## config.mk

```make
export PLATFORM = sky130hd
export DESIGN_NAME = dffn_setrst_pipe_flat
export DESIGN_NICKNAME = d
export VERILOG_FILES = /design/src/rtl/dffn_setrst_pipe_if.sv /design/src/rtl/dffn_setrst_pipe.sv /design/src/flat_wrapper.sv
export SDC_FILE = /design/constraint.sdc
export NUM_CORES = 1
export LEC_CHECK = 0
export BUFFER_PORTS_ARGS = -buffer_cell sky130_fd_sc_hd__buf_2
export CORE_MARGIN = 4
export CORE_UTILIZATION = 54
export CTS_CLUSTER_DIAMETER = 40
export DETAILED_ROUTE_END_ITERATION = 8
export PLACE_DENSITY_LB_ADDON = 0.05
export SLEW_MARGIN = 5
export SYNTH_ARGS = -nofsm -noshare
export SYNTH_HDL_FRONTEND = slang
export SYNTH_SLANG_ARGS = --single-unit
```

## constraint.sdc

```tcl
create_clock -name CLKN -period 3.1 [get_ports CLKN]
set_input_delay 0.31 -clock CLKN [delete_from_list [all_inputs] [get_ports CLKN]]
set_output_delay 0.31 -clock CLKN [all_outputs]
set_load 0.05 [all_outputs]
```

## src/rtl/dffn_setrst_pipe_if.sv

```systemverilog
// dffn_setrst_pipe_if
//   Groups the data, control and status signals of dffn_setrst_pipe.
//   Clock and reset stay as plain ports on the design.
//   Signals:
//     EN   load enable
//     SE   scan enable
//     SI   scan serial input
//     D    parallel data into stage 0 (WIDTH bits)
//     Q    last stage contents (WIDTH bits)
//     SO   scan serial output
//     VLD  pipe holds DEPTH consecutive loaded words
//     FILL loads since last reset/scan, saturating at DEPTH
//   Modports:
//     master drives the controls and data, observes the status.
//     slave  is the pipeline side.
interface dffn_setrst_pipe_if #(
    parameter int unsigned WIDTH = 8,
    parameter int unsigned DEPTH = 2
);
    localparam int unsigned FW = $clog2(DEPTH + 1);

    logic             EN;
    logic             SE;
    logic             SI;
    logic [WIDTH-1:0] D;
    logic [WIDTH-1:0] Q;
    logic             SO;
    logic             VLD;
    logic [FW-1:0]    FILL;

    modport master (
        output EN, SE, SI, D,
        input  Q, SO, VLD, FILL
    );

    modport slave (
        input  EN, SE, SI, D,
        output Q, SO, VLD, FILL
    );
endinterface

```

## src/rtl/dffn_setrst_pipe.sv

```systemverilog
// dffn_setrst_pipe
//   Negative-edge register pipeline of DEPTH stages, WIDTH bits each.
//   Async active-high reset loads INIT into every stage. Loading shifts D into
//   stage 0 and advances the pipe. Scan mode threads all stages into one
//   serial chain. FILL counts loads since reset/scan (saturating at DEPTH),
//   and VLD flags a full pipe.
//   Ports:
//     CLKN  clock, all state updates on its falling edge
//     RST   asynchronous reset, active-high
//     bus   dffn_setrst_pipe_if.slave (EN, SE, SI, D in; Q, SO, VLD, FILL out)
//   Priority per falling edge: RST > SE > EN > hold.
module dffn_setrst_pipe #(
    parameter int unsigned      WIDTH = 8,
    parameter int unsigned      DEPTH = 2,
    parameter logic [WIDTH-1:0] INIT  = '1
) (
    input logic               CLKN,
    input logic               RST,
    dffn_setrst_pipe_if.slave bus
);
    localparam int unsigned   NBITS = WIDTH * DEPTH;
    localparam int unsigned   FW    = $clog2(DEPTH + 1);
    localparam logic [FW-1:0] FULL  = FW'(DEPTH);

    logic [DEPTH-1:0][WIDTH-1:0] stage_q, stage_d;
    logic [FW-1:0]               fill_q, fill_d;
    logic                        vld_q, vld_d;
    logic [NBITS:0]              chain_ext;

    always_comb begin
        stage_d   = stage_q;
        fill_d    = fill_q;
        // Flat bit k*WIDTH+b is stage k bit b, so one left shift with SI at
        // bit 0 walks the chain SI -> stage0[0] ... -> stage(DEPTH-1)[WIDTH-1].
        chain_ext = {stage_q, bus.SI};
        if (bus.SE) begin
            stage_d = chain_ext[NBITS-1:0];
            fill_d  = '0;
        end else if (bus.EN) begin
            stage_d[0] = bus.D;
            for (int unsigned k = 1; k < DEPTH; k++) begin
                stage_d[k] = stage_q[k-1];
            end
            if (fill_q != FULL) begin
                fill_d = fill_q + FW'(1);
            end
        end
        vld_d = (fill_d == FULL);
    end

    always_ff @(negedge CLKN or posedge RST) begin
        if (RST) begin
            stage_q <= {DEPTH{INIT}};
            fill_q  <= '0;
            vld_q   <= 1'b0;
        end else begin
            stage_q <= stage_d;
            fill_q  <= fill_d;
            vld_q   <= vld_d;
        end
    end

    assign bus.Q    = stage_q[DEPTH-1];
    assign bus.SO   = stage_q[DEPTH-1][WIDTH-1];
    assign bus.VLD  = vld_q;
    assign bus.FILL = fill_q;
endmodule

```

## src/flat_wrapper.sv

```systemverilog
// flat-port wrapper written by rule: the top's interface ports become plain ports
module dffn_setrst_pipe_flat 
#(
    parameter int unsigned      WIDTH = 8,
    parameter int unsigned      DEPTH = 2,
    parameter logic [WIDTH-1:0] INIT  = '1
)
  (CLKN, RST, bus_EN, bus_SE, bus_SI, bus_D, bus_Q, bus_SO, bus_VLD, bus_FILL);
  dffn_setrst_pipe_if #(.WIDTH(WIDTH), .DEPTH(DEPTH)) bus_i ();
  input logic CLKN;
  input logic RST;
  input wire logic [$bits(bus_i.EN)-1:0] bus_EN;
  input wire logic [$bits(bus_i.SE)-1:0] bus_SE;
  input wire logic [$bits(bus_i.SI)-1:0] bus_SI;
  input wire logic [$bits(bus_i.D)-1:0] bus_D;
  output wire logic [$bits(bus_i.Q)-1:0] bus_Q;
  output wire logic [$bits(bus_i.SO)-1:0] bus_SO;
  output wire logic [$bits(bus_i.VLD)-1:0] bus_VLD;
  output wire logic [$bits(bus_i.FILL)-1:0] bus_FILL;
  assign bus_i.EN = bus_EN;
  assign bus_i.SE = bus_SE;
  assign bus_i.SI = bus_SI;
  assign bus_i.D = bus_D;
  assign bus_Q = bus_i.Q;
  assign bus_SO = bus_i.SO;
  assign bus_VLD = bus_i.VLD;
  assign bus_FILL = bus_i.FILL;
  dffn_setrst_pipe #(.WIDTH(WIDTH), .DEPTH(DEPTH), .INIT(INIT)) u_core (.CLKN(CLKN), .RST(RST), .bus(bus_i));
endmodule
```

* Word level (Yosys, flattened, before mapping)
Index checks and enable logic that the tools add are counted.
W data, S select, Z words.
** Word-level totals
- Register bits :: 19
- Output and inout bits :: 12
- Word-level logic and storage cells :: 13
** Cells by class
- Add/sub/neg operators :: 1
- Equal/unequal tests :: 2
- Muxes and demuxes :: 5
- Reduce and logical (&&, ||, !) cells :: 1
** Operators by type and width (count)
- $mux W16 :: 2
- $mux W2 :: 3
- $add A2 B1 Y2 const B :: 1
- $eq A2 B2 Y1 const B :: 1
- $ne A2 B2 Y1 const B :: 1
- $reduce_bool A2 Y1 :: 1

* Logic depth before layout (Yosys ltp)
- Word-level depth :: 5
- Mapped depth :: 4
- Mapped depth without buffers :: 4

==> flow_summary.json <==
{
  "outcome": "complete, no violations",
  "p_total_mw": 0.716,
  "syn-cell-area_sq_um": 970,
  "crit_slowest_cell": "dfstp_2",
  "crit_fanout": 3,
  "avgSynthCellArea_sq_um": 10.4,
  "synth-main-ff-cell": "dfstp_2",
  "yosysSeqAreaShare": 0.511,
  "antennaDiodeCount": 0,
  "arrival_ps": 2720,
  "wire_per_inst_um": 11.8,
  "die_x_um": 50.4,
  "p_per_area_mw_per_mm2": 639,
  "grt_max_degree": 36,
  "synth.top_cell.area_share": 0.434,
  "synth_nets": 107,
  "final_max_slew_viol_count": 0,
  "power_frac_comb": 0.260,
  "cp_cell_sequence": "buf_2",
  "cts_setup_buffers": 0,
  "max_slew_margin": 0.640,
  "cts_resized": 0,
  "p_clk_frac": 0.279,
  "grt_pass1_vias": 722,
  "synthCells": 93,
  "post-route-util": 0.656,
  "fp.dieH_um": 50.4,
  "rsz0062_at_grt": "no",
  "ios": 25,
  "wl_um": 1760,
  "cts_hold_buf": 0,
  "cp-start-kind": "flip-flop",
  "grt.total_usage": 0.166,
  "leakagePower_nw": 0.598,
  "final-setup-viol-count": 0,
  "insertion_delay_ps": 360,
  "antenna_found_initial": 0,
  "worst_ir_drop_vdd_mv": 0.405,
  "worst_setup_hold_path_clk_slew_ps": 50,
  "tns_ps": 0,
  "rows": 15,
  "antenna_left": 0,
  "p_int_mw": 0.432,
  "start_util": 0.568,
  "fin_skew_ps": 17.8,
  "path_buf_inv": 1,
  "drv_cap": 0,
  "drtIter0Drc": 10,
  "synthTopCellsByArea": "dfstp_2 (43%), mux2i_1 (19%), o21ai_1 (8.3%), dfrtn_1 (7.7%), buf_4 (7.0%)",
  "max_stage_delay_ps": 540,
  "p_sw_frac": 0.397,
  "worst_pin_slew_ps": 540,
  "synth_seq_cells": 19,
  "synth_edf_count": 0,
  "drive_gt1_frac": 0.363,
  "switching_power_mw": 0.284,
  "htree_levels": 1,
  "yosysTopAreaCell": "dfstp_2",
  "dpl.hpwl_um": 1240,
  "holdCritPathClass": "reg2reg",
  "dr.pass1.iters": 4,
  "layout-area-overhead-vs-synth_pct": 15.6,
  "grt_pass1_wl_um": 3200,
  "drc": 0,
  "yosysUniqueCellTypes": 15,
  "cts_tree": "built",
  "die_area_sq_mm": 0.00254,
  "num_vias": 721,
  "netlist_top_cells_count": "mux2i_1 (18), dfstp_2 (16), nand2_1 (16), o21ai_1 (16), buf_4 (9)",
  "pwr-share-seq": 0.460,
  "port-buffer-count": 24,
  "clock_path_buffers": 2,
  "cts_buffers": 3,
  "nets": 139,
  "fillers": 156,
  "cts_root_buffer": "clkbuf_4",
  "hold_violations": 0,
  "routed_via_density": 4.84,
  "required_ps": 2790,
  "clkSinkCount": 19,
  "grt-ovfl-total": 0,
  "core_area_sq_mm": 0.00171,
  "critical_path.top_delay_family": "flip-flops",
  "crit_path_end_kind": "output pin",
  "synth_warnings": 0,
  "gp_congestion": 0.698,
  "synth_most_common_cell": "mux2i_1",
  "async_flop_share": 1.00,
  "worst-setup-path-type": "reg2out"
}
-- power groups by stage --
stage	clock (mW)	sequential [mW]	combinational [mW]
global placement	0.0336	0.331	0.184
finish	0.200	0.330	0.186
floorplan	0.0336	0.345	0.154
global route	0.246	0.336	0.202
detailed placement	0.0336	0.332	0.188
CTS	0.209	0.330	0.189
-- final cells by class --
type	count	area, sq um	share of cell area
Clock buffer	3	22.5	0.0201
Clock inverter	17	63.8	0.0569
Inverter	3	11.3	0.0100
Multi-Input combinational cell	56	362	0.323
Sequential cell	19	495	0.442
Tap cell	25	31.3	0.0279
Timing Repair Buffer	26	135	0.121
-- worst paths after layout --
| check | start | end | cells past startpoint | slack, ps |
|---|---|---|---|---|
| setup / recovery | u_core.bus.Q[7]$_DFFE_NP1P_ | bus_Q[7] | 1 | 70 |
| hold / removal | u_core.chain_ext[5]$_DFFE_NP1P_ | u_core.chain_ext[6]$_DFFE_NP1P_ | 2 | 460 |
| setup reg to reg | u_core.bus.FILL[0]$_DFF_NP0_ | u_core.bus.FILL[1]$_DFF_NP0_ | 4 | 1900 |
| hold reg to reg | u_core.chain_ext[5]$_DFFE_NP1P_ | u_core.chain_ext[6]$_DFFE_NP1P_ | 2 | 460 |
| max in group asynchronous | RST | u_core.chain_ext[5]$_DFFE_NP1P_ | 3 | 1100 |
| min in group asynchronous | RST | u_core.bus.FILL[1]$_DFF_NP0_ | 3 | 1700 |
-- metal layers --
metal | vias to the layer above | part of all wire | GRT usage
li1 | 368 | - | -
met1 | 331 | 0.45 | 0.202
met2 | 20 | 0.49 | 0.293
met3 | 2 | 0.054 | 0.0326
met4 | 0 | 0.0079 | 0.0538
met5 | - | 0 | 0
-- kinds of logic after synthesis --
logic type	synth area share
AO/OA/AOI/OAI	0.0877
adder cells (fa/ha/maj)	0.0129
buffers and inverters	0.116
flip-flops	0.511
multiplexers	0.186
AND/OR/NAND/NOR	0.0865
-- registers in the layout (all words and copies together) (netlist names) --
register and count:
u_core.bus.FILL 2, u_core.bus.Q 8, u_core.bus.VLD 1, u_core.chain_ext 8
-- cells in the final DEF (no fill, tap or decap) --
master / n
o21ai_1: 16
inv_1: 19
buf_4: 2
nor2_1: 2
mux2i_1: 18
a21oi_1: 1
nand3b_1: 1
or3b_1: 1
ha_1: 1
buf_2: 24
clkinv_1: 1
nand2_1: 16
dfstp_2: 16
dfrtn_1: 3
clkbuf_4: 3
-- through the flow --
step           instances  area, sq um  hold WS, ps  setup slack [ps]
3_5_place_dp         130         1040          465               395
4_1_cts              149         1120          460              66.7
5_1_grt              149         1120          488              26.4
6_report             149         1120          459              74.0
2_1_floorplan         93          970          451               313
3_3_place_gp         130         1040          462               421
No activity file was read; power rests on OpenSTA's default activity.
